[src/rtl/usi_bus_pkg.sv]
// usi_bus_pkg: shared definitions for the USI CSR bus.
//   - command codes driven in oSUsiAdrs[31:30]
//   - address field positions/widths (cmd 31:30, block 19:16, register 15:0)
//   - CSR master FSM state encoding
//   - usi_adrs(): packs a bus address word from its fields
package usi_bus_pkg;

  localparam int unsigned DATA_W  = 32;
  localparam int unsigned ADRS_W  = 32;
  localparam int unsigned CMD_W   = 2;
  localparam int unsigned CMD_MSB = 31;
  localparam int unsigned CMD_LSB = 30;
  localparam int unsigned BLK_W   = 4;
  localparam int unsigned BLK_MSB = 19;
  localparam int unsigned BLK_LSB = 16;
  localparam int unsigned REG_W   = 16;
  localparam int unsigned REG_MSB = 15;
  localparam int unsigned REG_LSB = 0;
  localparam int unsigned TMR_W   = 16;

  // 2'b11 is reserved and never driven.
  typedef enum logic [CMD_W-1:0] {
    CMD_IDLE = 2'b00,
    CMD_WR   = 2'b01,
    CMD_RD   = 2'b10
  } usi_cmd_e;

  typedef enum logic [1:0] {
    ST_IDLE    = 2'd0,
    ST_WR      = 2'd1,
    ST_RD_WAIT = 2'd2,
    ST_RSP     = 2'd3
  } usi_state_e;

  // Bus address word: {cmd, 10'd0, block, register}.
  function automatic logic [ADRS_W-1:0] usi_adrs(input usi_cmd_e cmd,
                                                 input logic [BLK_W-1:0] blk,
                                                 input logic [REG_W-1:0] adrs);
    logic [ADRS_W-1:0] v;
    v                   = '0;
    v[CMD_MSB:CMD_LSB]  = cmd;
    v[BLK_MSB:BLK_LSB]  = blk;
    v[REG_MSB:REG_LSB]  = adrs;
    return v;
  endfunction

endpackage

[src/rtl/usi_timeout_timer.sv]
// usi_timeout_timer: read-wait cycle counter for the CSR master.
//   i_clk, i_rst_n : clock / async active-low reset
//   i_clear        : force count to zero (held while not waiting)
//   i_enable       : count this cycle
//   o_expire_c     : combinational, high in the pCycles-th enabled cycle
module usi_timeout_timer
  import usi_bus_pkg::*;
#(
  parameter int unsigned pCycles = 255
) (
  input  logic i_clk,
  input  logic i_rst_n,
  input  logic i_clear,
  input  logic i_enable,
  output logic o_expire_c
);

  logic [TMR_W-1:0] r_count;

  // Count enabled cycles since the last clear.
  always_ff @(posedge i_clk or negedge i_rst_n) begin
    if (!i_rst_n) begin
      r_count <= '0;
    end else if (i_clear) begin
      r_count <= '0;
    end else if (i_enable) begin
      r_count <= r_count + TMR_W'(1);
    end
  end

  // Count starts at 0 in the first waiting cycle, so cycle k shows k-1.
  assign o_expire_c = i_enable && (r_count == TMR_W'(pCycles - 1));

endmodule

[src/rtl/usi_csr_master.sv]
// usi_csr_master: turns single CSR write/read commands into USI bus cycles.
//   iSCLK, inSRST          : clock / async active-low reset
//   iCmdValid/oCmdReady    : command handshake (ready only in IDLE)
//   iCmdWrite, iCmdBlockId, iCmdAdrs, iCmdWd : command payload
//   oRspValid, oRspRd, oRspErr : one-cycle response strobe, held data/flag
//   oSUsiWd, oSUsiAdrs     : USI bus write data / {cmd,0,block,adrs}
//   iSUsiRd, iSUsiREd      : USI read data / read-data-valid
// Optional feature: define USI_CSR_MASTER_TIMEOUT_EN to bound the read wait
// to pTimeoutCycles cycles, answering with oRspErr=1 and oRspRd=pIdleRd.
module usi_csr_master
  import usi_bus_pkg::*;
#(
  parameter int unsigned       pTimeoutCycles = 255,
  parameter logic [DATA_W-1:0] pIdleRd        = 32'h0000_0000
) (
  input  logic              iSCLK,
  input  logic              inSRST,
  input  logic              iCmdValid,
  output logic              oCmdReady,
  input  logic              iCmdWrite,
  input  logic [BLK_W-1:0]  iCmdBlockId,
  input  logic [REG_W-1:0]  iCmdAdrs,
  input  logic [DATA_W-1:0] iCmdWd,
  output logic              oRspValid,
  output logic [DATA_W-1:0] oRspRd,
  output logic              oRspErr,
  output logic [DATA_W-1:0] oSUsiWd,
  output logic [ADRS_W-1:0] oSUsiAdrs,
  input  logic [DATA_W-1:0] iSUsiRd,
  input  logic              iSUsiREd
);

  usi_state_e        r_state, w_state_nxt;
  logic              r_cmd_ready, w_cmd_ready_nxt;
  logic              r_rsp_valid, w_rsp_valid_nxt;
  logic [DATA_W-1:0] r_rsp_rd, w_rsp_rd_nxt;
  logic              r_rsp_err, w_rsp_err_nxt;
  logic [DATA_W-1:0] r_usi_wd, w_usi_wd_nxt;
  logic [ADRS_W-1:0] r_usi_adrs, w_usi_adrs_nxt;
  logic              w_expire_c;

`ifdef USI_CSR_MASTER_TIMEOUT_EN
  usi_timeout_timer #(
    .pCycles (pTimeoutCycles)
  ) u_timeout (
    .i_clk      (iSCLK),
    .i_rst_n    (inSRST),
    .i_clear    (r_state != ST_RD_WAIT),
    .i_enable   (r_state == ST_RD_WAIT),
    .o_expire_c (w_expire_c)
  );
`else
  // Reads wait indefinitely; timeout parameters have no effect.
  logic w_unused;
  assign w_unused   = ^{pIdleRd, TMR_W'(pTimeoutCycles)};
  assign w_expire_c = 1'b0;
`endif

  // State and all outputs are registered; reset drops any in-flight command.
  always_ff @(posedge iSCLK or negedge inSRST) begin
    if (!inSRST) begin
      r_state     <= ST_IDLE;
      r_cmd_ready <= 1'b0;
      r_rsp_valid <= 1'b0;
      r_rsp_rd    <= '0;
      r_rsp_err   <= 1'b0;
      r_usi_wd    <= '0;
      r_usi_adrs  <= '0;
    end else begin
      r_state     <= w_state_nxt;
      r_cmd_ready <= w_cmd_ready_nxt;
      r_rsp_valid <= w_rsp_valid_nxt;
      r_rsp_rd    <= w_rsp_rd_nxt;
      r_rsp_err   <= w_rsp_err_nxt;
      r_usi_wd    <= w_usi_wd_nxt;
      r_usi_adrs  <= w_usi_adrs_nxt;
    end
  end

  // Next state and next registered outputs; bus defaults to idle code.
  always_comb begin
    w_state_nxt     = r_state;
    w_rsp_valid_nxt = 1'b0;
    w_rsp_rd_nxt    = r_rsp_rd;
    w_rsp_err_nxt   = r_rsp_err;
    w_usi_wd_nxt    = '0;
    w_usi_adrs_nxt  = '0;
    case (r_state)
      ST_IDLE: begin
        if (iCmdValid && r_cmd_ready) begin
          if (iCmdWrite) begin
            w_state_nxt    = ST_WR;
            w_usi_adrs_nxt = usi_adrs(CMD_WR, iCmdBlockId, iCmdAdrs);
            w_usi_wd_nxt   = iCmdWd;
          end else begin
            w_state_nxt    = ST_RD_WAIT;
            w_usi_adrs_nxt = usi_adrs(CMD_RD, iCmdBlockId, iCmdAdrs);
          end
        end
      end
      ST_WR: begin
        w_state_nxt     = ST_RSP;
        w_rsp_valid_nxt = 1'b1;
        w_rsp_rd_nxt    = '0;
        w_rsp_err_nxt   = 1'b0;
      end
      ST_RD_WAIT: begin
        // Read data wins over a timeout landing in the same cycle.
        if (iSUsiREd) begin
          w_state_nxt     = ST_RSP;
          w_rsp_valid_nxt = 1'b1;
          w_rsp_rd_nxt    = iSUsiRd;
          w_rsp_err_nxt   = 1'b0;
        end else if (w_expire_c) begin
          w_state_nxt     = ST_RSP;
          w_rsp_valid_nxt = 1'b1;
          w_rsp_rd_nxt    = pIdleRd;
          w_rsp_err_nxt   = 1'b1;
        end else begin
          w_usi_adrs_nxt  = r_usi_adrs;
        end
      end
      ST_RSP: begin
        w_state_nxt = ST_IDLE;
      end
      default: begin
        w_state_nxt = ST_IDLE;
      end
    endcase
    w_cmd_ready_nxt = (w_state_nxt == ST_IDLE);
  end

  assign oCmdReady = r_cmd_ready;
  assign oRspValid = r_rsp_valid;
  assign oRspRd    = r_rsp_rd;
  assign oRspErr   = r_rsp_err;
  assign oSUsiWd   = r_usi_wd;
  assign oSUsiAdrs = r_usi_adrs;

endmodule

[config.mk]
export PLATFORM = sky130hd
export DESIGN_NAME = usi_csr_master
export DESIGN_NICKNAME = d
export VERILOG_FILES = /design/src/rtl/usi_bus_pkg.sv /design/src/rtl/usi_timeout_timer.sv /design/src/rtl/usi_csr_master.sv
export SDC_FILE = /design/constraint.sdc
export NUM_CORES = 1
export LEC_CHECK = 0
export ABC_AREA = 1
export CORE_MARGIN = 2
export CORE_UTILIZATION = 50
export DETAILED_ROUTE_END_ITERATION = 7
export DONT_BUFFER_PORTS = 1
export PLACE_DENSITY = 0.65
export SLEW_MARGIN = 10
export SYNTH_ARGS = -nofsm -noshare
export SYNTH_HDL_FRONTEND = slang
export SYNTH_SLANG_ARGS = --single-unit
[constraint.sdc]
create_clock -name iSCLK -period 1.7 [get_ports iSCLK]
set_input_delay 0.085 -clock iSCLK [delete_from_list [all_inputs] [get_ports iSCLK]]
set_output_delay 0.085 -clock iSCLK [all_outputs]
set_load 0.005 [all_outputs]
=== Yosys cells after proc, flatten, opt, wreduce, memory -nomap -nowiden ===
Cells that the tools add are included.

* Multiplexer cells: 17
* Equality and inequality tests: 4
* Reductions and logical operators: 5

{| class="wikitable"
|+ Operators with widths
! cell !! count
|-
| 32-bit two-way mux || 7
|-
| 32-bit one-hot mux with 2 select lines || 2
|-
| 2-bit one-hot mux with 4 select lines || 1
|-
| 2-bit two-way mux || 3
|-
| 2-bit == test (second input constant) || 2
|-
| 2-bit logical NOT || 2
|-
| 1-bit one-hot mux with 2 select lines || 2
|-
| 2-bit by 1-bit == test with 1-bit output (second input constant) || 1
|-
| 1-bit two-way mux || 2
|-
| 2-bit != test (second input constant) || 1
|-
| 2-bit AND reduction || 1
|-
| 2-bit nonzero test || 1
|-
| 1-bit logical AND || 1
|}

* Output and inout bits: 99
* Input bits: 89
* Flip-flop bits (word level): 101
* Word-level logic and storage cells: 33

=== Longest topological paths before layout ===
* Depth after elaboration: 4
* Depth in mapped cells: 8
* Mapped depth without buffers: 7

=== Least setup slack after synthesis ===
Ideal clock, no wire load.

* Kind: register -> register
* From: register r_state[0]
* To: register r_rsp_rd[21] (netlist: oRspRd[21])
* Setup slack: 0.328 ns
* Path buffers: 1
* Data required time: 1.574 ns
* Setup time: 0.126 ns
* Arrival: 1.246 ns
* Stages on the path, launching flop included: 6
* Period minus slack after synthesis: 1.372 ns
* Cell sequence: dfrtp_1 -> inv_1 -> ha_1 -> o21ai_4 -> clkbuf_2 -> o21ai_0

* Cells in the longest elaborated chain, start to end: 3
* Elaborated cells between the ends (all ways): 6
* Those cells by class: eq/ne: 3; mux: 1; reduce/logical: 2

{| class="wikitable"
|+ RTL lines
! element !! line !! source
|-
| start, declared || usi_csr_master.sv:33 || <nowiki>usi_state_e r_state, w_state_nxt;</nowiki>
|-
| start signal, assigned || usi_csr_master.sv:70 || <nowiki>r_state <= w_state_nxt;</nowiki>
|-
| 2-bit == test / 2-bit by 1-bit == test with 1-bit output (equally long branches) || usi_csr_master.sv:88 || <nowiki>case (r_state)</nowiki>
|-
| 2-bit != test (no source line) / 2-bit nonzero test (equally long branches) || n/a ||
|-
| 2-bit AND reduction (no source line) || n/a ||
|-
| end signal, assigned || usi_csr_master.sv:73 || <nowiki>r_rsp_rd <= w_rsp_rd_nxt;</nowiki>
|-
| end, declared || usi_csr_master.sv:36 || <nowiki>logic [DATA_W-1:0] r_rsp_rd, w_rsp_rd_nxt;</nowiki>
|}

Several ways; a longest one is shown, not always the timed one.
A chain may end at the register's enable or synchronous reset.

=== Final worst setup path ===
* From: register r_state[0]
* To: register r_rsp_rd[31] (netlist: oRspRd[31])

Same word-level chain as after synthesis.

==> impl_results.md <==
* Nature of the critical path startpoint: flop
* Global-route congestion overflow total at 0
* Routed via count divided by cell count at 4.72
* Share of the yosys chip area belonging to registers at 62.8%
* Worst EP arrival at about 1.8 ns
* Clock insertion delay at the later pin of the skew report at 0.34 ns
* Detail Placement HPWL at roughly 4700 um
* Count of buffers inserted at the top-level ports at 0
* Std-Cell Core Area at 6870 um2
* Outcome: finished with violations
* CTS tree: built
* Cell Pwr Density at 1170 nW/um2
* Critical path start-end classification: reg -> reg
* Leakage dissipation at 2.38 nW
* Clock Skew at 0.00923 ns
* Die Outline Area at between 7000 and 8000 um2
* Max-cap check violation count at 0
* Clock tree root buffer cell: sky130_fd_sc_hd__clkbuf_8
* Height of the chip at between 80 and 90 um
* Synthesized cell area at 3580 um2
* H-tree levels at 3
* Number of standard-cell rows in the floorplan at 30
* Min Tclk post-route at approximately 1.6 ns
* Area added between synthesis and finish at 30.3%
* Drt initial violations at 159
* Class of the tightest hold or removal check: in -> async
* Count of nets after finishing at 555
* Wire length of the first global-routing pass at 11900 um
* Number of buffers inserted by hold repair at cts at between 80 and 90
* Longest Clk Path Bufs at 2
* Synthesized flop and latch total at 90
* Endpoint kind of the worst setup timing path: flop
* Maximum achievable frequency at between 600 and 700 MHz
* Count of final hold-check violations at 90
* Number of top-level pins at 188
* Cell count after synthesis at between 300 and 400
* Via count of the first global-routing pass at 2549
* Warning count from the yosys run at 0
* Num CTS Buffers at 9
* Unrepaired setup endpoints after global routing: no
* Max VDD drop at 671 uV
* Initial antenna violation count at 0
* CTS sink count at 90
* Post-route DRC violation count at 0
* Distinct cell type count after synthesis at 16
* Period Utilization, post-route at 91.3%
* Syn avg cell area at between 9 and 10 um2
* Violations in the final reports: hold timing
* Final RePlAce weighted congestion at 0.709
* Placed standard-cell area at 3610 um2
* Post-route setup TNS at 0 ns
* Routed Antenna Nets at 0
* Routed wire per std cell at approximately 15 um
* Final max-slew violation count at 0
* Ant diodes at 0
* Fraction of layout instances using a drive strength above 1 at 4.30%
* Count of final setup violators at 0
* GRT Overall Usage at 19.9%
* Worst hold margin at -0.566 ns
* Effective utilization at floorplan at 52.2%
* Worst path required time at 1.94 ns
* Clk slew on worst S/H paths at 0.09 ns
* DRT Wirelength at between 8000 and 9000 um
* Horiz. Die Dim at approximately 90 um
* Total vias in the final route at about 2600
* Maximum number of pins on one net before global-route repair at 91
* Total iterations of the first detailed-routing run at 4
* Design Area, Final at 4670 um2
* Critical-path maximum fanout at 64
## sequential cells by signal, summed over array words and instances, names as in the netlist
signal,cells
r_state,2
oSUsiAdrs,22
oRspValid,1
oCmdReady,1
oRspRd,32
oSUsiWd,32
## worst max-delay path, cell delays in order, from the launching register on
cell                      delay (ns)
sky130_fd_sc_hd__dfrtp_1        0.40
sky130_fd_sc_hd__inv_1          0.12
sky130_fd_sc_hd__ha_1           0.26
sky130_fd_sc_hd__nand2_2        0.11
sky130_fd_sc_hd__o21ai_4        0.07
sky130_fd_sc_hd__buf_12         0.24
sky130_fd_sc_hd__nand3_1        0.09
sky130_fd_sc_hd__o21ai_0        0.13
## timing repair
item / CTS / global route
endpoints found under the hold margin: 177 / 90
buffers inserted: 0 / 0
endpoints found under the setup margin: 0 / 7
resized for setup: 0 / 1
## where the power goes
part           total [mW]  internal, mW  switching (mW)
clock network        1.34         0.663           0.681
registers            2.74          2.47           0.266
logic                1.37         0.512           0.857
## worst paths after layout
path | cells after the start | slack (ns) | to | from
worst max-delay path | 7 | 0.15 | oRspRd[31]$_DFFE_PN0P_ | r_state[0]$_DFF_PN0_
worst min-delay path | 0 | -0.57 | oRspRd[8]$_DFFE_PN0P_ | inSRST
worst max register to register | 7 | 0.15 | oRspRd[31]$_DFFE_PN0P_ | r_state[0]$_DFF_PN0_
worst min register to register | 2 | 0.52 | oSUsiAdrs[17]$_DFFE_PN0P_ | oSUsiAdrs[17]$_DFFE_PN0P_
max in group asynchronous | 0 | 2.10 | oSUsiWd[3]$_DFF_PN0_ | inSRST
min in group iSCLK | 4 | 0.04 | r_state[0]$_DFF_PN0_ | iCmdWrite
## Yosys cell counts
master / count / area share [%]
sky130_fd_sc_hd__nand2_1: 32 / 3.4
sky130_fd_sc_hd__o21ai_1: 3 / 0.42
sky130_fd_sc_hd__ha_1: 4 / 1.4
sky130_fd_sc_hd__nor2_1: 33 / 3.5
sky130_fd_sc_hd__inv_1: 92 / 9.6
sky130_fd_sc_hd__buf_2: 9 / 1.3
sky130_fd_sc_hd__dfrtp_1: 90 / 63
sky130_fd_sc_hd__o21ai_4: 1 / 0.45
sky130_fd_sc_hd__conb_1: 1 / 0.10
sky130_fd_sc_hd__buf_4: 11 / 2.3
sky130_fd_sc_hd__o21ai_0: 51 / 7.1
sky130_fd_sc_hd__clkbuf_2: 5 / 0.70
sky130_fd_sc_hd__nand3_1: 39 / 5.4
sky130_fd_sc_hd__nand2_2: 2 / 0.35
sky130_fd_sc_hd__buf_6: 3 / 0.94
sky130_fd_sc_hd__a21boi_0: 1 / 0.21
## cell usage in the layout, fill, tap and decap left out
master,n
sky130_fd_sc_hd__o21ai_0,51
sky130_fd_sc_hd__nand2_1,32
sky130_fd_sc_hd__o21ai_1,3
sky130_fd_sc_hd__dlygate4sd3_1,88
sky130_fd_sc_hd__conb_1,11
sky130_fd_sc_hd__buf_12,2
sky130_fd_sc_hd__inv_1,91
sky130_fd_sc_hd__clkinvlp_4,2
sky130_fd_sc_hd__buf_4,2
sky130_fd_sc_hd__clkinv_2,1
sky130_fd_sc_hd__o21ai_4,1
sky130_fd_sc_hd__dfrtp_1,90
sky130_fd_sc_hd__nand2_2,2
sky130_fd_sc_hd__nor2_1,33
sky130_fd_sc_hd__ha_1,4
sky130_fd_sc_hd__a21boi_0,1
sky130_fd_sc_hd__clkbuf_1,2
sky130_fd_sc_hd__nand3_1,39
sky130_fd_sc_hd__clkbuf_8,9
sky130_fd_sc_hd__bufinv_16,1
## cell type report
type	count	area [um2]
multi-input combinational	177	837
clock inverter	3	42.5
clock buffer	11	131
tap	96	120
timing repair buffer	92	936
sequential	90	2250
fill	515	2200
inverter	92	349
## per-stage QoR
step	instances	power (mW)	setup slack [ns]	utilization (%)
detailed placement	459	3.96	0.149	52.6
floorplan	387	3.75	0.328	-
CTS	561	5.48	0.132	67.9
global route	561	5.83	0.0113	68.0
global placement	459	3.91	0.237	52.6
finish	561	5.45	0.147	68.0
## metal layers
layer  GRT usage (%)  wire length, um  vias up  share of wire (%)
li1                -                -     1273                  -
met1            22.5             3120     1240                 38
met2            34.4             4100      124                 50
met3            7.37              857       11                 10
met4            7.16              107        0                1.3
met5               0                0        -                  0
## logic make-up (layout without fill, tap and decap cells)
kind of cell,Yosys count,after routing,share of synthesized area (%)
AO/OA/AOI/OAI,56,56,8.21
adder cells (fa/ha/maj),4,4,1.40
buffers and inverters,120,198,14.8
flip-flops,90,90,62.8
other,1,11,0.105
AND/OR/NAND/NOR,106,106,12.6
Power figures use the tool's default switching activity.
